--- config.mk ---
export PLATFORM = sky130hd
export DESIGN_NAME = branch_ctrl
export DESIGN_NICKNAME = d
export VERILOG_FILES = /design/src/rtl/branch_ctrl.sv
export SDC_FILE = /design/constraint.sdc
export NUM_CORES = 1
export LEC_CHECK = 0
export CAP_MARGIN = 20
export CORE_MARGIN = 5
export CORE_UTILIZATION = 50
export CTS_CLUSTER_DIAMETER = 50
export DETAILED_ROUTE_END_ITERATION = 12
export PLACE_DENSITY = 0.84
export SYNTH_ARGS = -nofsm -noshare
export SYNTH_HDL_FRONTEND = slang
export SYNTH_SLANG_ARGS = --single-unit
--- constraint.sdc ---
create_clock -name clk -period 2.1 [get_ports clk]
set_input_delay 0.525 -clock clk [delete_from_list [all_inputs] [get_ports clk]]
set_output_delay 0.525 -clock clk [all_outputs]
set_load 0.01 [all_outputs]
--- src/rtl/branch_ctrl.sv ---
// rtl/branch_ctrl.sv - branch resolution sequencer: flag register, hazard stall, PC redirect, wrong-path flush, taken counter
// Optional feature macro: BRANCH_FLAG_FWD_EN (forward EX flags into IDLE evaluation, never stall)
module branch_ctrl #(
  parameter int PC_W         = 16,
  parameter int FLUSH_CYCLES = 2,
  parameter int CNT_W        = 16
) (
  input  logic             clk,
  input  logic             rst_n,
  input  logic             brValid,
  input  logic [2:0]       brOp,
  input  logic [PC_W-1:0]  brTarget,
  input  logic             flagWe,
  input  logic             aluN,
  input  logic             aluZ,
  input  logic             aluV,
  output logic             stall,
  output logic             pcSrc,
  output logic [PC_W-1:0]  pcTarget,
  output logic             flush,
  output logic             flagN,
  output logic             flagZ,
  output logic             flagV,
  output logic [CNT_W-1:0] takenCnt
);

  localparam logic [2:0] OP_BNEQ    = 3'b000;
  localparam logic [2:0] OP_BEQ     = 3'b001;
  localparam logic [2:0] OP_BGT     = 3'b010;
  localparam logic [2:0] OP_BLT     = 3'b011;
  localparam logic [2:0] OP_BGTE    = 3'b100;
  localparam logic [2:0] OP_BLTE    = 3'b101;
  localparam logic [2:0] OP_BOVFL   = 3'b110;
  localparam logic [2:0] OP_BUNCOND = 3'b111;

  // Flush counter is loaded with the number of extra flush cycles after the first.
  localparam logic [3:0] FCNT_INIT = 4'(FLUSH_CYCLES - 1);
  localparam logic [CNT_W-1:0] CNT_ONE = {{(CNT_W-1){1'b0}}, 1'b1};

  typedef enum logic [1:0] {
    S_IDLE  = 2'd0,
    S_STALL = 2'd1,
    S_FLUSH = 2'd2
  } state_t;

  state_t            r_state;
  state_t            w_state_nxt;
  logic              r_flag_n;
  logic              r_flag_z;
  logic              r_flag_v;
  logic [3:0]        r_fcnt;
  logic              r_pc_src;
  logic [PC_W-1:0]   r_pc_target;
  logic              r_flush;
  logic [CNT_W-1:0]  r_cnt;
  logic              w_take;
  logic [PC_W-1:0]   w_take_target;
  logic              w_stall;

`ifndef BRANCH_FLAG_FWD_EN
  logic [2:0]        r_op;
  logic [PC_W-1:0]   r_target;
  logic              w_capture;
`endif

  function automatic logic f_taken(input logic [2:0] op, input logic n, input logic z, input logic v);
    logic t;
    t = 1'b0;
    case (op)
      OP_BNEQ:    t = ~z;
      OP_BEQ:     t = z;
      OP_BGT:     t = ~z & ~n;
      OP_BLT:     t = n;
      OP_BGTE:    t = ~n;
      OP_BLTE:    t = n | z;
      OP_BOVFL:   t = v;
      OP_BUNCOND: t = 1'b1;
      default:    t = 1'b0;
    endcase
    return t;
  endfunction

  // Next-state, stall and branch decision; stall depends only on state, brValid and flagWe.
  always_comb begin
    w_state_nxt   = r_state;
    w_take        = 1'b0;
    w_take_target = brTarget;
    w_stall       = 1'b0;
`ifndef BRANCH_FLAG_FWD_EN
    w_capture     = 1'b0;
`endif
    case (r_state)
      S_IDLE: begin
        if (brValid) begin
`ifdef BRANCH_FLAG_FWD_EN
          if (flagWe) begin
            w_take = f_taken(brOp, aluN, aluZ, aluV);
          end else begin
            w_take = f_taken(brOp, r_flag_n, r_flag_z, r_flag_v);
          end
`else
          if (flagWe) begin
            // Flags still in flight: hold ID one cycle and resolve from STALL.
            w_stall     = 1'b1;
            w_capture   = 1'b1;
            w_state_nxt = S_STALL;
          end else begin
            w_take = f_taken(brOp, r_flag_n, r_flag_z, r_flag_v);
          end
`endif
          if (w_take) begin
            w_state_nxt = S_FLUSH;
          end
        end
      end
      S_STALL: begin
`ifdef BRANCH_FLAG_FWD_EN
        w_state_nxt = S_IDLE;
`else
        // Register already holds the hazard's flags; this cycle's flagWe lands too late to matter.
        w_take        = f_taken(r_op, r_flag_n, r_flag_z, r_flag_v);
        w_take_target = r_target;
        w_state_nxt   = w_take ? S_FLUSH : S_IDLE;
`endif
      end
      S_FLUSH: begin
        if (r_fcnt == 4'd0) begin
          w_state_nxt = S_IDLE;
        end
      end
      default: begin
        w_state_nxt = S_IDLE;
      end
    endcase
  end

  // State register.
  always_ff @(posedge clk or negedge rst_n) begin
    if (!rst_n) begin
      r_state <= S_IDLE;
    end else begin
      r_state <= w_state_nxt;
    end
  end

  // Architectural flags follow the EX ALU whenever it writes, regardless of state.
  always_ff @(posedge clk or negedge rst_n) begin
    if (!rst_n) begin
      r_flag_n <= 1'b0;
      r_flag_z <= 1'b0;
      r_flag_v <= 1'b0;
    end else if (flagWe) begin
      r_flag_n <= aluN;
      r_flag_z <= aluZ;
      r_flag_v <= aluV;
    end
  end

`ifndef BRANCH_FLAG_FWD_EN
  // Hold the stalled branch's condition and target for evaluation in STALL.
  always_ff @(posedge clk or negedge rst_n) begin
    if (!rst_n) begin
      r_op     <= 3'b000;
      r_target <= '0;
    end else if (w_capture) begin
      r_op     <= brOp;
      r_target <= brTarget;
    end
  end
`endif

  // Redirect pulse, flush window and saturating taken-branch counter.
  always_ff @(posedge clk or negedge rst_n) begin
    if (!rst_n) begin
      r_pc_src    <= 1'b0;
      r_pc_target <= '0;
      r_flush     <= 1'b0;
      r_fcnt      <= 4'd0;
      r_cnt       <= '0;
    end else if (w_take) begin
      r_pc_src    <= 1'b1;
      r_pc_target <= w_take_target;
      r_flush     <= 1'b1;
      r_fcnt      <= FCNT_INIT;
      if (r_cnt != {CNT_W{1'b1}}) begin
        r_cnt <= r_cnt + CNT_ONE;
      end
    end else begin
      r_pc_src <= 1'b0;
      if (r_state == S_FLUSH) begin
        if (r_fcnt == 4'd0) begin
          r_flush <= 1'b0;
        end else begin
          r_fcnt <= r_fcnt - 4'd1;
        end
      end
    end
  end

  assign stall    = w_stall;
  assign pcSrc    = r_pc_src;
  assign pcTarget = r_pc_target;
  assign flush    = r_flush;
  assign flagN    = r_flag_n;
  assign flagZ    = r_flag_z;
  assign flagV    = r_flag_v;
  assign takenCnt = r_cnt;

endmodule
* Yosys cells after proc, flatten, opt, wreduce, memory -nomap -nowiden
Index checks and enable logic that the tools add are counted.
** Cells by class
- $add $sub $neg :: 2
- Multiply operators :: 0
- Div/mod/pow operators :: 0
- Magnitude comparators :: 0
- Equality and inequality tests :: 21
- Shift-type cells :: 0
- Mux-type cells :: 25
- Bitwise logic cells :: 4
- Reduce and logical (&&, ||, !) cells :: 10
** Operators with widths (number)
- == test 3 bit (second input constant) :: 8
- adder 16 x 1 -> 16 bit (second input constant) :: 1
- two-way mux 16 bit :: 1
- inequality test 16 bit (second input constant) :: 1
- case mux 1 bit (8 select lines) :: 2
- == test 3 x 2 -> 1 bit (second input constant) :: 4
- two-way mux 1 bit :: 12
- two-way mux 4 bit :: 3
- two-way mux 2 bit :: 5
- == test 3 x 1 -> 1 bit (second input constant) :: 2
- zero test 3 bit :: 2
- inequality test 2 bit (second input constant) :: 3
- case mux 2 bit (3 select lines) :: 1
- AND reduction 2 bit :: 3
- zero test 4 bit :: 1
- nonzero test 2 bit :: 2
- subtractor 4 x 1 -> 4 bit (second input constant) :: 1
- inequality test 3 x 2 -> 1 bit (second input constant) :: 1
- AND reduction 3 bit :: 1
- == test 2 x 1 -> 1 bit (second input constant) :: 1
- == test 2 bit (second input constant) :: 1
- zero test 2 bit :: 1
- NOT 1 bit :: 2
- case mux 1 bit (2 select lines) :: 1
- other kinds (2) :: 2
** Storage, ports and cells
- Bits in registers :: 62
- Latch bits :: 0
- Memory bits (writable) :: 0
- Bits in read-only memories :: 0
- Bits of input ports :: 26
- Output and inout port bits :: 38
- Logic and storage cells :: 73
- Memories kept :: 0

* Longest topological paths before layout
- Word-level depth :: 10
- Gate-level depth with buffers :: 9
- Depth with buffers taken out :: 7

* Worst setup path before layout
Ideal clock, no wire load.
- Kind :: input -> register
- Start point :: in brOp[1]
- End point :: reg r_cnt[15] (netlist: takenCnt[15])
- Setup time :: 128 ps
- Arrival :: 1874 ps
- Data required time :: 1972 ps
- Slack :: 98 ps
- Cell stages on the path :: 6
- Buffers on the path :: 1
- Cells stage by stage :: a211oi_1 -> a211oi_1 -> o32a_2 -> buf_6 -> nor4_2 -> mux2_1
** On the way
- Cells in the longest elaborated chain, start to end :: 8
- Elaborated cells between the ends (all ways) :: 15
- Those cells by class :: 7 x eq/ne; 6 x mux; 2 x reduce/logical
** Ends and longest elaborated chain
- start, declared :: line 11 : input logic [2:0] brOp,
- == test 3 bit (tied with other cells) :: line 69 : case (op)
- case mux 1 bit (8 select lines) * :: line 69
- two-way mux 1 bit * :: line 102 : if (flagWe) begin
- two-way mux 1 bit * :: line 94 : if (brValid) begin
- two-way mux 1 bit * :: line 92 : case (r_state)
- two-way mux 1 bit * :: line 94
- case mux 1 bit (2 select lines) * :: line 92
- AND reduction 2 bit (no line) *
- end signal, assigned :: line 186 : r_cnt <= r_cnt + CNT_ONE;
- end, declared :: line 55 : logic [CNT_W-1:0] r_cnt;
Every way passes the cells marked *; elsewhere a longest branch is shown, timed or not. The select of a mux whose other input is x is not followed.
A chain may end at the register's enable or synchronous reset.

* Final worst setup path
- Start point :: in flagWe
- End point :: out stall
** On the way
- Cells in the longest elaborated chain, start to end :: 3
** Ends and longest elaborated chain
- start, declared :: line 13 : input logic flagWe,
- two-way mux 1 bit :: line 102
- two-way mux 1 bit :: line 94
- two-way mux 1 bit :: line 92
- end, declared :: line 17 : output logic stall,
Every way passes these cells.

==> flow_summary.toml <==
[routing]
routed_via_density = 5.26
wl_um = 6160
drcViolationCount = 0
vias = 2087
avgRoutedWirePerCell_um = 15.5
ant_nets = 0
dr.pass1.iters = 5
drt_iter0_drc = 117

[layout]
num-nets-final = 350
final_cell_mix = "62 x dfrtp_1, 59 x clkdlybuf4s50_1, 31 x nand2_1, 23 x o21ai_0, 22 x mux2_2"
multiInputGateArea_sq_um = 1200
insertedDiodeCount = 0
mostFrequentLayoutCell = "dfrtp_1"
area_delta_synth_final_pct = 34.4
drive_above_1_share_pct = 16.9
seqCellArea_sq_um = 1550
fillers = 434

[power]
leakagePower_nw = 1.60
swShare_pct = 33.3
internal-power_mw = 3.17
clockPowerShare_pct = 19.1
seqPwrFrac_pct = 43.5
net-switching-power_mw = 1.58
peakVddDrop_mv = 0.719
power_density_nw_per_um2 = 1260
p_comb_share_pct = 37.4

[placed_design]
place.gp.congestion = 0.846
dpl_worst_slack_ps = -511
post-dp-hpwl_um = 4410
port_buffers = 63

[floorplanning]
die_y_um = 85.0
rows = 27
pin_count = 64
initial_core_util_pct = 51.3
fp.dieArea_sq_um = 7220
die_width_um = 85.0
core-area_sq_um = 5470

[global_routing]
antenna_found_initial = 0
first_global_vias = 2090
grt_max_degree = 36
grt.overflow.total = 0
grt_pass1_wl_um = 10300
track_usage_pct = 18.4

[status]
status = "complete, no violations"

[sta]
clock.fmax_mhz = 487
skew_ps = 7.49
maxSlewViolCount = 0
setup-violations-final = 0
worst_slack_ps = 46.6
tns_ps = 0
period_needed_ps = 2050
min_period_over_period_pct = 97.8
slew_headroom_pct = 67.7
worstMarginPinSlew_ps = 485
hold_violations = 0

[synth]
synth_top_area_share_pct = 55.2
avgSynthCellArea_sq_um = 11.5
ys_ff_latch = 62
yosys.area.top_type = "dfrtp_1"
synth_area_sq_um = 2810
ys_seq_area_share_pct = 55.2
synth_cell_types = 36
synth_fp_nets = 274
ys_warn_count = 0
synthTopCellsByArea = "dfrtp_1 55%, mux2_2 8.8%, mux2i_1 6.1%"
synthCells = 245

[setup_path]
cp-start-kind = "input pin"
startpoint = "flagWe"
reg2reg_from = "flagZ$_DFFE_PN0P_"
cp_max_fo = 4
cp-end-kind = "output pin"
critical-path-slowest-cell = "clkdlybuf4s50_1"
crit_chain = "clkdlybuf4s50_1, and3_4, dlygate4sd2_1"
cp_slowest_stage_delay_ps = 520
critPathBufInv = 2
crit_family = "buffers and inverters"
arrival_ps = 1530
crit_type = "input pin to output pin"
required_ps = 1570

[clock_network]
clock_latency_ps = 340
htreeDepth = 3
clockBufferDepth = 2
numCtsBuffers = 9
clock_sinks = 62
clock-root-buffer = "clkbuf_8"
cts_tree = "done"
post-cts-setup-buffers = 0
clkSlewWorstSetupHoldPaths_ps = 60
cts_hold_buf = 0

[job]
maxCapViolations = 0

[min_path]
hold_path.class = "input pin to asynchronous set/reset pin"
[power by group through the flow]
stage / clock, mW / sequential (mW) / combinational [mW]
after floorplan: 0 / 2.12 / 0.843
after global placement: 0 / 2.05 / 1.72
after detailed placement: 0 / 2.08 / 1.78
after CTS: 0.935 / 2.07 / 1.79
after global routing: 0.996 / 2.13 / 1.96
final: 0.909 / 2.07 / 1.78
[per-stage QoR]
step,std cells,hold WS (ps),instance area [sq um],util [%],total power [mW]
after floorplan,245,229,2810,-,2.96
after global placement,382,466,3580,65.5,3.77
after detailed placement,382,472,3580,65.5,3.86
after CTS,397,152,3750,68.6,4.79
after global routing,397,171,3780,69.0,5.09
final,397,142,3780,69.0,4.75
[kinds of logic after synthesis]
logic type / synth area share, %
and+or+nand+nor: 13.8
DFF: 55.2
muxes: 15.3
AOI/OAI and AO/OA: 6.86
buffers and inverters: 2.89
xor gates and xnor gates: 4.68
adders and majority gates: 1.34
[worst register-to-register path, cell delays in order, from the launching register on]
cell and delay, ps:
dfrtp_1 430, inv_1 110, o21ai_0 210, a211oi_1 120, o32a_4 420, nor4_2 290, mux2_1 340
[flip-flops by register name, summed over array words and instances, names as in the netlist]
register,flops
flush,1
r_state,2
flagV,1
takenCnt,16
pcSrc,1
flagZ,1
r_target,16
flagN,1
r_op,3
pcTarget,16
r_fcnt,4
[area by class of cell]
type / count / share of cell area (%)
flip-flops and latches: 62 / 41.1
multi-input cells: 167 / 31.8
repair buffers: 75 / 19.7
clock buffers: 14 / 4.31
well taps: 72 / 2.38
inverters: 6 / 0.596
clock inverters: 1 / 0.132
[final timing paths]
check	to	slack, ps	depth (start not counted)
worst max-delay path	stall	50	3
worst min-delay path	takenCnt[5]$_DFFE_PN0P_	140	1
worst max register to register	takenCnt[15]$_DFFE_PN0P_	70	6
worst min register to register	pcTarget[12]$_DFFE_PN0N_	480	2
max in group asynchronous	r_target[3]$_DFFE_PN0P_	1280	3
min in group clk	pcTarget[12]$_DFFE_PN0N_	480	2
[repair_timing]
| action | CTS | global route |
|---|---|---|
| resized for setup | 3 | 4 |
| endpoints found under the setup margin | 28 | 30 |
| pin swaps | 0 | 1 |
[per-layer routing]
metal | up-vias | wire length (um) | GRT usage (%)
li1 | 1006 | - | -
met1 | 1015 | 2750 | 24.0
met2 | 59 | 3030 | 28.7
met3 | 7 | 318 | 4.76
met4 | 0 | 61 | 8.35
met5 | - | 0 | 0
[Yosys cell counts (all sizes together)]
cell,n
dfrtp,62
nand2,31
mux2,23
o21ai,23
mux2i,17
xor2,13
nor2,10
and3,6
inv,6
nand3,6
nor3,6
buf,5
clkbuf,5
nand4,4
a211oi,3
a21oi,3
ha,3
nor3b,3
nand2b,2
nor4,2
xnor2,2
a221oi,1
a41oi,1
and2,1
and4,1
nand4b,1
nor2b,1
o32a,1
o41a,1
or2,1
or4b,1
(Power assumes the default switching activity.)
